--- src/rtl/mem_stage_sb.sv ---
// MEM pipeline stage: FIFO store buffer with store-to-load forwarding, and a
// controller handshake that carries one read or one buffered write at a time.
module mem_stage_sb #(
  parameter int XLEN     = 32,
  parameter int SB_DEPTH = 4
) (
  input  logic            clk,
  input  logic            rst,
  input  logic [XLEN-1:0] wdata_i,
  input  logic [4:0]      wd_i,
  input  logic            wreg_i,
  input  logic [1:0]      mem_op_i,
  input  logic [XLEN-1:0] mem_addr_i,
  input  logic [XLEN-1:0] mem_data_i,
  input  logic [1:0]      mem_size_i,
  input  logic            mem_extend_i,
  output logic [XLEN-1:0] wdata_o,
  output logic [4:0]      wd_o,
  output logic            wreg_o,
  output logic            stall_req,
  output logic            misalign_o,
  output logic            req_o,
  output logic            req_we_o,
  output logic [XLEN-1:0] req_addr_o,
  output logic [XLEN-1:0] req_data_o,
  output logic [3:0]      req_sel_o,
  input  logic            ctrl_done_i,
  input  logic [XLEN-1:0] ctrl_rdata_i
);

  localparam int PTR_W = $clog2(SB_DEPTH);
  localparam int CNT_W = PTR_W + 1;
  localparam logic [PTR_W-1:0] PTR_ONE  = PTR_W'(1);
  localparam logic [CNT_W-1:0] CNT_ONE  = CNT_W'(1);
  localparam logic [CNT_W-1:0] CNT_FULL = CNT_W'(SB_DEPTH);

  typedef enum logic [1:0] {
    ST_IDLE  = 2'd0,
    ST_LOAD  = 2'd1,
    ST_DRAIN = 2'd2
  } state_t;

  state_t           state_r, state_nxt_s;
  logic [PTR_W-1:0] head_r, tail_r, idx_s;
  logic [CNT_W-1:0] count_r;
  logic [XLEN-1:0]  sb_addr_r [SB_DEPTH];
  logic [XLEN-1:0]  sb_data_r [SB_DEPTH];
  logic [3:0]       sb_sel_r  [SB_DEPTH];

  logic             access_s, size_mis_s, misalign_s;
  logic             load_s, store_s, full_s;
  logic [3:0]       sel_s;
  logic [XLEN-1:0]  st_data_s, word_addr_s;
  logic             match_s, cover_s, hit_s, partial_s, miss_s;
  logic [3:0]       y_sel_s;
  logic [XLEN-1:0]  y_data_s;
  logic             load_done_s, deq_s, enq_s;

  // Shift the addressed lane down, then sign- or zero-extend it to XLEN.
  function automatic logic [XLEN-1:0] extract(input logic [XLEN-1:0] word,
                                              input logic [1:0] off,
                                              input logic [1:0] size,
                                              input logic sext);
    logic [XLEN-1:0] sh;
    sh = word >> {off, 3'b000};
    case (size)
      2'd0:    extract = sext ? {{(XLEN-8){sh[7]}}, sh[7:0]}
                              : {{(XLEN-8){1'b0}}, sh[7:0]};
      2'd1:    extract = sext ? {{(XLEN-16){sh[15]}}, sh[15:0]}
                              : {{(XLEN-16){1'b0}}, sh[15:0]};
      default: extract = sh;
    endcase
  endfunction

  // Access decode: alignment, byte enables and lane-shifted store data.
  always_comb begin
    size_mis_s = 1'b0;
    sel_s      = 4'b1111;
    case (mem_size_i)
      2'd0: begin
        size_mis_s = 1'b0;
        sel_s      = 4'b0001 << mem_addr_i[1:0];
      end
      2'd1: begin
        size_mis_s = mem_addr_i[0];
        sel_s      = 4'b0011 << mem_addr_i[1:0];
      end
      default: begin
        size_mis_s = (mem_addr_i[1:0] != 2'b00);
        sel_s      = 4'b1111;
      end
    endcase
    access_s    = (mem_op_i == 2'd1) || (mem_op_i == 2'd2);
    misalign_s  = access_s & size_mis_s;
    load_s      = (mem_op_i == 2'd1) & ~misalign_s;
    store_s     = (mem_op_i == 2'd2) & ~misalign_s;
    st_data_s   = mem_data_i << {mem_addr_i[1:0], 3'b000};
    word_addr_s = {mem_addr_i[XLEN-1:2], 2'b00};
    full_s      = (count_r == CNT_FULL);
  end

  // Walk valid entries oldest to youngest so the last match left standing is the youngest.
  always_comb begin
    match_s  = 1'b0;
    y_sel_s  = 4'b0000;
    y_data_s = {XLEN{1'b0}};
    idx_s    = {PTR_W{1'b0}};
    for (int i = 0; i < SB_DEPTH; i++) begin
      idx_s = head_r + PTR_W'(i);
      if ((CNT_W'(i) < count_r) &&
          (sb_addr_r[idx_s][XLEN-1:2] == mem_addr_i[XLEN-1:2])) begin
        match_s  = 1'b1;
        y_sel_s  = sb_sel_r[idx_s];
        y_data_s = sb_data_r[idx_s];
      end else begin
        match_s  = match_s;
      end
    end
    cover_s     = ((y_sel_s & sel_s) == sel_s);
    hit_s       = load_s & match_s & cover_s;
    partial_s   = load_s & match_s & ~cover_s;
    miss_s      = load_s & ~match_s;
    load_done_s = (state_r == ST_LOAD) & ctrl_done_i;
    deq_s       = (state_r == ST_DRAIN) & ctrl_done_i;
    enq_s       = store_s & (~full_s | deq_s);
  end

  // Next-state: a missing load beats background draining.
  always_comb begin
    state_nxt_s = state_r;
    case (state_r)
      ST_IDLE: begin
        if (miss_s) begin
          state_nxt_s = ST_LOAD;
        end else if (count_r != {CNT_W{1'b0}}) begin
          state_nxt_s = ST_DRAIN;
        end else begin
          state_nxt_s = ST_IDLE;
        end
      end
      ST_LOAD, ST_DRAIN: begin
        if (ctrl_done_i) begin
          state_nxt_s = ST_IDLE;
        end else begin
          state_nxt_s = state_r;
        end
      end
      default: state_nxt_s = ST_IDLE;
    endcase
  end

  // Stage and controller outputs, forced to zero while reset is held.
  always_comb begin
    wdata_o    = wdata_i;
    wd_o       = wd_i;
    wreg_o     = wreg_i & ~misalign_s;
    misalign_o = misalign_s;
    stall_req  = (store_s & full_s & ~deq_s) | partial_s | (miss_s & ~load_done_s);
    req_o      = 1'b0;
    req_we_o   = 1'b0;
    req_addr_o = {XLEN{1'b0}};
    req_data_o = {XLEN{1'b0}};
    req_sel_o  = 4'b0000;
    if (hit_s) begin
      wdata_o = extract(y_data_s, mem_addr_i[1:0], mem_size_i, mem_extend_i);
    end else if (load_s & load_done_s) begin
      wdata_o = extract(ctrl_rdata_i, mem_addr_i[1:0], mem_size_i, mem_extend_i);
    end else begin
      wdata_o = wdata_i;
    end
    case (state_r)
      ST_LOAD: begin
        req_o      = 1'b1;
        req_addr_o = word_addr_s;
        req_sel_o  = 4'b1111;
      end
      ST_DRAIN: begin
        req_o      = 1'b1;
        req_we_o   = 1'b1;
        req_addr_o = sb_addr_r[head_r];
        req_data_o = sb_data_r[head_r];
        req_sel_o  = sb_sel_r[head_r];
      end
      default: req_o = 1'b0;
    endcase
    if (rst) begin
      wdata_o    = {XLEN{1'b0}};
      wd_o       = 5'd0;
      wreg_o     = 1'b0;
      misalign_o = 1'b0;
      stall_req  = 1'b0;
      req_o      = 1'b0;
      req_we_o   = 1'b0;
      req_addr_o = {XLEN{1'b0}};
      req_data_o = {XLEN{1'b0}};
      req_sel_o  = 4'b0000;
    end else begin
      req_o = req_o;
    end
  end

  // FSM and FIFO bookkeeping; reset drops any in-flight transaction.
  always_ff @(posedge clk) begin
    if (rst) begin
      state_r <= ST_IDLE;
      head_r  <= {PTR_W{1'b0}};
      tail_r  <= {PTR_W{1'b0}};
      count_r <= {CNT_W{1'b0}};
    end else begin
      state_r <= state_nxt_s;
      if (enq_s) tail_r <= tail_r + PTR_ONE;
      if (deq_s) head_r <= head_r + PTR_ONE;
      case ({enq_s, deq_s})
        2'b10:   count_r <= count_r + CNT_ONE;
        2'b01:   count_r <= count_r - CNT_ONE;
        default: count_r <= count_r;
      endcase
    end
  end

  // Entry payload write at the tail.
  always_ff @(posedge clk) begin
    if (!rst && enq_s) begin
      sb_addr_r[tail_r] <= word_addr_s;
      sb_data_r[tail_r] <= st_data_s;
      sb_sel_r[tail_r]  <= sel_s;
    end
  end

endmodule

--- config.mk ---
export PLATFORM = sky130hd
export DESIGN_NAME = mem_stage_sb
export DESIGN_NICKNAME = d
export VERILOG_FILES = /design/src/rtl/mem_stage_sb.sv
export SDC_FILE = /design/constraint.sdc
export NUM_CORES = 1
export LEC_CHECK = 0
export ABC_AREA = 0
export BUFFER_PORTS_ARGS = -buffer_cell sky130_fd_sc_hd__buf_4
export CORE_ASPECT_RATIO = 0.8
export CORE_MARGIN = 3
export CORE_UTILIZATION = 30
export CTS_CLUSTER_SIZE = 10
export DETAILED_ROUTE_END_ITERATION = 7
export PLACE_DENSITY = 0.58
export SKIP_CTS_REPAIR_TIMING = 1
export SLEW_MARGIN = 20
export SYNTH_ARGS = -nofsm -noshare
export SYNTH_HDL_FRONTEND = slang
export SYNTH_SLANG_ARGS = --single-unit
--- constraint.sdc ---
create_clock -name clk -period 4.9 [get_ports clk]
set_input_delay 0.735 -clock clk [delete_from_list [all_inputs] [get_ports clk]]
set_output_delay 0.735 -clock clk [all_outputs]
set_load 0.05 [all_outputs]
==> impl_metrics.tcl, run 1 <==
set metrics [dict create \
    synth-seq-cells 275 \
    ys_warn_count 0 \
    tightest_slew_ps 1120 \
    clk_latency_ps 550 \
    setup_ws_ps -829 \
    power_leakage_nw 11.0 \
    io_pins 252 \
    rows 88 \
    yosys.area.top_type "edfxtp_1" \
    powerDensity_nw_per_um2 220 \
    drt_iter0_markers 2086 \
    path_clk_slew_ps 60 \
    hpwlAfterDp_um 69600 \
    dpl_cell_area_um2 28400 \
    maxCapViolCount 0 \
    failed_checks "setup timing" \
    timing.reg2reg.setup_slack_ps 830 \
    grt_max_degree 111 \
    clock_sinks 275 \
    hp-class "in -> reg" \
    cts_buffers 36 \
    cts_root_buffer "clkbuf_16" \
    critPathCaptureType "output pin" \
    areaGrowthSynthToFinish_pct 39.7 \
    yosys.area.top_type_share_pct 35.7 \
    port_buffers 249 \
    grtUsageTotal_pct 22.9 \
    ir_drop_v 0.000219 \
    place_congestion 0.936 \
    die_w_um 310 \
    ys_top_cells_by_area "edfxtp_1 36%, mux4_2 15%, mux2i_1 7.3%" \
    drt-total-wl_um 93600 \
    grt_pass1_wl_um 133000 \
    cts_tree "yes" \
    drc 0 \
    status "complete, but fails checks" \
    synth.most_common_cell "edfxtp_1" \
    netlist_instances 1993 \
    drive_above_1_share_pct 44.5 \
    yosysSeqAreaShare_pct 36.7 \
    hold_viol 0 \
    antennaDiodeCount 0 \
    maxSlewViolCount 0 \
    wl_per_cell_um 26.0 \
    clk_path_buf_depth 3 \
    synth-async-reset-ratio_pct 0 \
    synth_ff_type "edfxtp_1" \
    fin_skew_ps 19.8 \
    drt_first_pass_iters 7 \
    grt.met3_usage_pct 3.22 \
    initial_core_util_pct 30.5 \
    grt_pass1_vias 19400 \
    fin_nets 2744 \
    synthTopCellsByCount "264 x edfxtp_1, 169 x nand2_1, 162 x mux2i_1" \
    dieArea_um2 77400 \
    syn_area_per_cell_um2 11.2 \
    fin_util_pct 42.7 \
    grt_busiest_layer "met2" \
    power_w 0.00684 \
    synth_edf_count 264 \
    route.vias.total 20400 \
    max_clock_freq_mhz 175 \
    antenna_found_initial 3 \
    overflow 0 \
    synthesis.area_um2 22200 \
    setup_viol 33 \
    die_y_um 249 \
    setup_tns_ps -23830 \
    period_minus_slack_ps 5730 \
    critical_path_class "reg -> out" \
    use_met2_pct 35.0 \
    vias_per_cell 5.67 \
    finalInstanceArea_um2 31100 \
    ys_types 93 \
    met1_usage_pct 34.3 \
    core_um2 72800 \
    worstPathArrival_ps 4990 \
    crit_path_start_kind "flip-flop" \
    rsz0062_at_grt "true" \
    ant_nets 0 \
    crit_required_ps 4160 \
    fin_crit_sh_pct 117 \
    ctsHtreeMaxLevel 2 \
    slew_headroom_pct 24.5 \
    cp_max_fo 8 \
    post-place-ws_ps -509 \
]
## report_power, final
group / internal (W) / switching [W]
Sequential: 0.00262 / 0.0000305
Combinational: 0.000743 / 0.000971
Clock: 0.00145 / 0.00103
## stage by stage
| stage | instances | hold slack (ps) |
|---|---|---|
| after floorplan | 1994 | 449 |
| after global placement | 3478 | 457 |
| after detailed placement | 3478 | 496 |
| after CTS | 3536 | 449 |
| after global routing | 3599 | 475 |
| final | 3599 | 477 |
## critical path, stage by stage (launching register included)
cell and delay, ps:
dfxtp_4 430, buf_12 170, buf_6 110, mux4_2 560
xnor2_2 160, buf_4 160, buf_4 120, nand3_1 70
nor3b_1 350, o2111ai_1 210, buf_4 210, a211oi_2 260
buf_4 180, a221oi_1 100, o32a_1 330, a22oi_2 310
a311oi_4 150, buf_12 180, a21oi_4 160, buf_6 180
## layout by cell type, fill, tap and decap left out, types with 16 or more instances in the layout
cell type	instances
buf_4	662
edfxtp_1	264
nand2_1	169
mux2i_1	152
mux4_2	152
nor2_1	105
o21ai_0	90
xnor2_1	83
a21oi_1	62
and2_1	45
clkbuf_16	44
buf_6	42
mux2_2	38
a211oi_1	36
buf_12	29
nor3_1	28
nor2b_1	27
a22oi_1	26
nand3_1	25
inv_1	23
xor2_1	20
a211oi_2	18
nand4_1	17
o211ai_1	17
a211oi_4	16
## kinds of logic after synthesis
logic type	Yosys count	share of synthesized area [%]
and+or+nand+nor	540	12.2
AOI/OAI and AO/OA	470	15.3
buffers and inverters	216	4.82
muxes	362	25.7
DFF	275	36.7
xor gates and xnor gates	116	4.57
adders and majority gates	13	0.732
other	1	0.0169
## layout make-up
class / count / area (µm²)
multi-input cells: 1503 / 14100
well taps: 990 / 1240
clock buffers: 47 / 942
repair buffers: 749 / 6360
inverters: 24 / 93.8
flip-flops and latches: 275 / 8160
fillers: 6783 / 41700
clock inverters: 11 / 119
## registers in the layout (all words and copies together) (netlist names), named ones only
signal	flops
sb_addr_r	120
tail_r	2
count_r	3
sb_sel_r	16
sb_data_r	128
state_r	2
head_r	2
## final timing paths
kind / from / end / cells after the start
setup reg to reg: head_r[0]$_SDFFE_PP0P_ / state_r[1]$_SDFFE_PP0P_ / 15
hold reg to reg: state_r[0]$_SDFFE_PP0P_ / state_r[0]$_SDFFE_PP0P_ / 2
hold / removal: mem_addr_i[29] / sb_addr_r[1][27]$_DFFE_PP_ / 1
setup / recovery: flip-flop / wdata_o[10] / 19
## per-layer routing
metal,part of all wire (%),vias up
met3,8.0,96
li1,-,9035
met4,1.8,0
met2,44,905
met5,0,-
met1,46,10400
Power figures use the tool's default switching activity.
==> run 2, diff against run 1 <==
Settings changed: CORE_ASPECT_RATIO 0.8 to 1.4, TNS_END_PERCENT set to 30.
==> run 2 against run 1 <==
Against the previous run:
- the flow still finishes with violations (setup timing)
- routed wire length is 2.6% lower
- worst setup slack worse by 170 ps
- clock skew is 9.6 ps higher
- via count is 1.7% lower
- combinational power is 3% lower
- final cell count is 2.3% lower
- hold slack worse by 32 ps
- die area hardly changed
- count of clock-buffer cells in the layout stayed put
- critical path type unchanged
==> impl_metrics.tcl, run 2 (synthesis gave the netlist of run 1 again) <==
set metrics [dict create \
    status "complete, but fails checks" \
    failed_checks "setup timing" \
    port_buffers 249 \
    crit_chain "buf_12, buf_6, buf_4, mux4_1, xnor2_2, nand4_1, and4bb_2, and3_1, nand2_1, a221o_1, a32oi_2, o2111ai_4, buf_4, a2111oi_4, nor3_2, buf_6" \
    rows 117 \
    max_clock_freq_mhz 170 \
    tightest_slew_ps 933 \
    areaGrowthSynthToFinish_pct 34.7 \
    layout_commonest_cell "buf_4" \
    worstPathArrival_ps 5160 \
    cp_max_fo 8 \
    io_pins 252 \
    hp-class "in -> reg" \
    fin_crit_sh_pct 120 \
    die_y_um 328 \
    layout.cells.most_common_list "644 x buf_4, 264 x edfxtp_1, 168 x nand2_1, 158 x mux2i_1, 152 x mux4_2" \
    place_congestion 0.986 \
    critPathCaptureType "output pin" \
    drt-total-wl_um 91200 \
    largest_reg_flops 128 \
    dp_cells 3425 \
    ctsHtreeMaxLevel 2 \
    cts_buffers 36 \
    fin_util_pct 41.0 \
    overflow 0 \
    clk_latency_ps 580 \
    reg_top3 "sb_data_r (128), sb_addr_r (120), sb_sel_r (16)" \
    grt_max_degree 141 \
    die_w_um 236 \
    timing.reg2reg.setup_slack_ps 940 \
    fin_skew_ps 29.4 \
    cp_top_family "compound AO/OA/AOI/OAI gates" \
    maxCapViolCount 0 \
    setup_ws_ps -999 \
    seqCellArea_um2 8160 \
    crit_path_start_kind "flip-flop" \
    grt_pass1_wl_um 131000 \
    cpMaxStageDelayCell "mux4_1" \
    rsz0062_at_grt "true" \
    multi_input_area_um2 13700 \
    drc 0 \
    antenna_found_initial 4 \
    vias_per_cell 5.69 \
    power_leakage_nw 10.5 \
    rr_startpoint "head_r[0]$_SDFFE_PP0P_" \
    crit_required_ps 4160 \
    holdPathStages 1 \
    cts_root_buffer "clkbuf_16" \
    setup_viol 33 \
    cp_num_buf_inv 5 \
    critical_path_class "reg -> out" \
    ir_drop_v 0.000196 \
    route.vias.total 20000 \
    wl_per_cell_um 25.9 \
    slew_headroom_pct 37.1 \
    fin_nets 2698 \
    final-instance-count-excl-fill 3518 \
    hold_end "sb_addr_r[2][18]$_DFFE_PP_" \
    drt_first_pass_iters 8 \
    clk_path_buf_depth 3 \
    drt_iter0_markers 1597 \
    clock_sinks 275 \
    hold_viol 0 \
    slowest_delay_ps 610 \
    ant_nets 0 \
    r2r_end "state_r[1]$_SDFFE_PP0P_" \
    initial_core_util_pct 30.4 \
    period_minus_slack_ps 5900 \
    core_um2 73000 \
    regMostFlops "sb_data_r" \
    rr_worst_depth 17 \
    cts_tree "yes" \
    maxSlewViolCount 0 \
    grt_pass1_vias 20300 \
    grtUsageTotal_pct 22.2 \
    powerDensity_nw_per_um2 225 \
    setup_tns_ps -27040 \
    drive_above_1_share_pct 41.2 \
    path_clk_slew_ps 50 \
    hpwlAfterDp_um 68400 \
    worstHoldStart "mem_addr_i[20]" \
    fillCellCount 6844 \
    dieArea_um2 77400 \
]
[run 2: changes by cell type in the layout (fill, tap and decap cells not counted), moves of 7 or more]
cell and change:
nor2_1 +12, a211oi_1 +7, nor2_2 -12, buf_6 -12
a211oi_2 -7, xnor2_2 -7, buf_4 -18, xnor2_1 +7
[run 2: layer usage]
metal  track usage, %  share of wire (%)  vias up
li1                 -                  -     8937
met1             26.5                 38    10100
met2             39.8                 51      804
met3             2.21                5.3      226
met4             10.5                5.6        0
met5                0                  0        -
[run 2: how the worst max path moves through the flow]
| stage | startpoint | endpoint | slack [ps] | cells after the start |
|---|---|---|---|---|
| floorplan | head_r[0]$_SDFFE_PP0P_ | wdata_o[10] | -100 | 18 |
| global placement | head_r[1]$_SDFFE_PP0P_ | wdata_o[18] | -640 | 13 |
| detailed placement | mem_addr_i[11] | wdata_o[18] | -680 | 12 |
| CTS | head_r[1]$_SDFFE_PP0P_ | wdata_o[18] | -1280 | 13 |
| global route | head_r[0]$_SDFFE_PP0P_ | wdata_o[18] | -1090 | 16 |
| finish | head_r[0]$_SDFFE_PP0P_ | wdata_o[18] | -1000 | 16 |
[run 2: cell type report]
| type | count | area share [%] |
|---|---|---|
| Clock buffer | 47 | 3.15 |
| Inverter | 24 | 0.301 |
| Multi-Input combinational cell | 1505 | 45.8 |
| Sequential cell | 275 | 27.3 |
| Clock inverter | 10 | 0.376 |
| Antenna cell | 4 | 0.0334 |
| Tap cell | 952 | 3.98 |
| Timing Repair Buffer | 701 | 19.1 |
[run 2: metrics by stage]
stage	hold slack, ps	instance area [µm²]	worst slack, ps	total power, W
6_report	445	30000	-999	0.00674
5_1_grt	444	29900	-1090	0.00697
4_1_cts	420	29200	-1280	0.00673
3_5_place_dp	511	28100	-679	0.00429
3_3_place_gp	457	28100	-635	0.00427
2_1_floorplan	449	22600	-98.2	0.00360
[run 2: power breakdown]
part | switching (W) | leakage [nW] | internal (W)
Sequential | 0.0000271 | 2.47 | 0.00262
Combinational | 0.000943 | 7.55 | 0.000718
Clock | 0.00107 | 0.507 | 0.00137
Total | 0.00204 | 10.5 | 0.00471
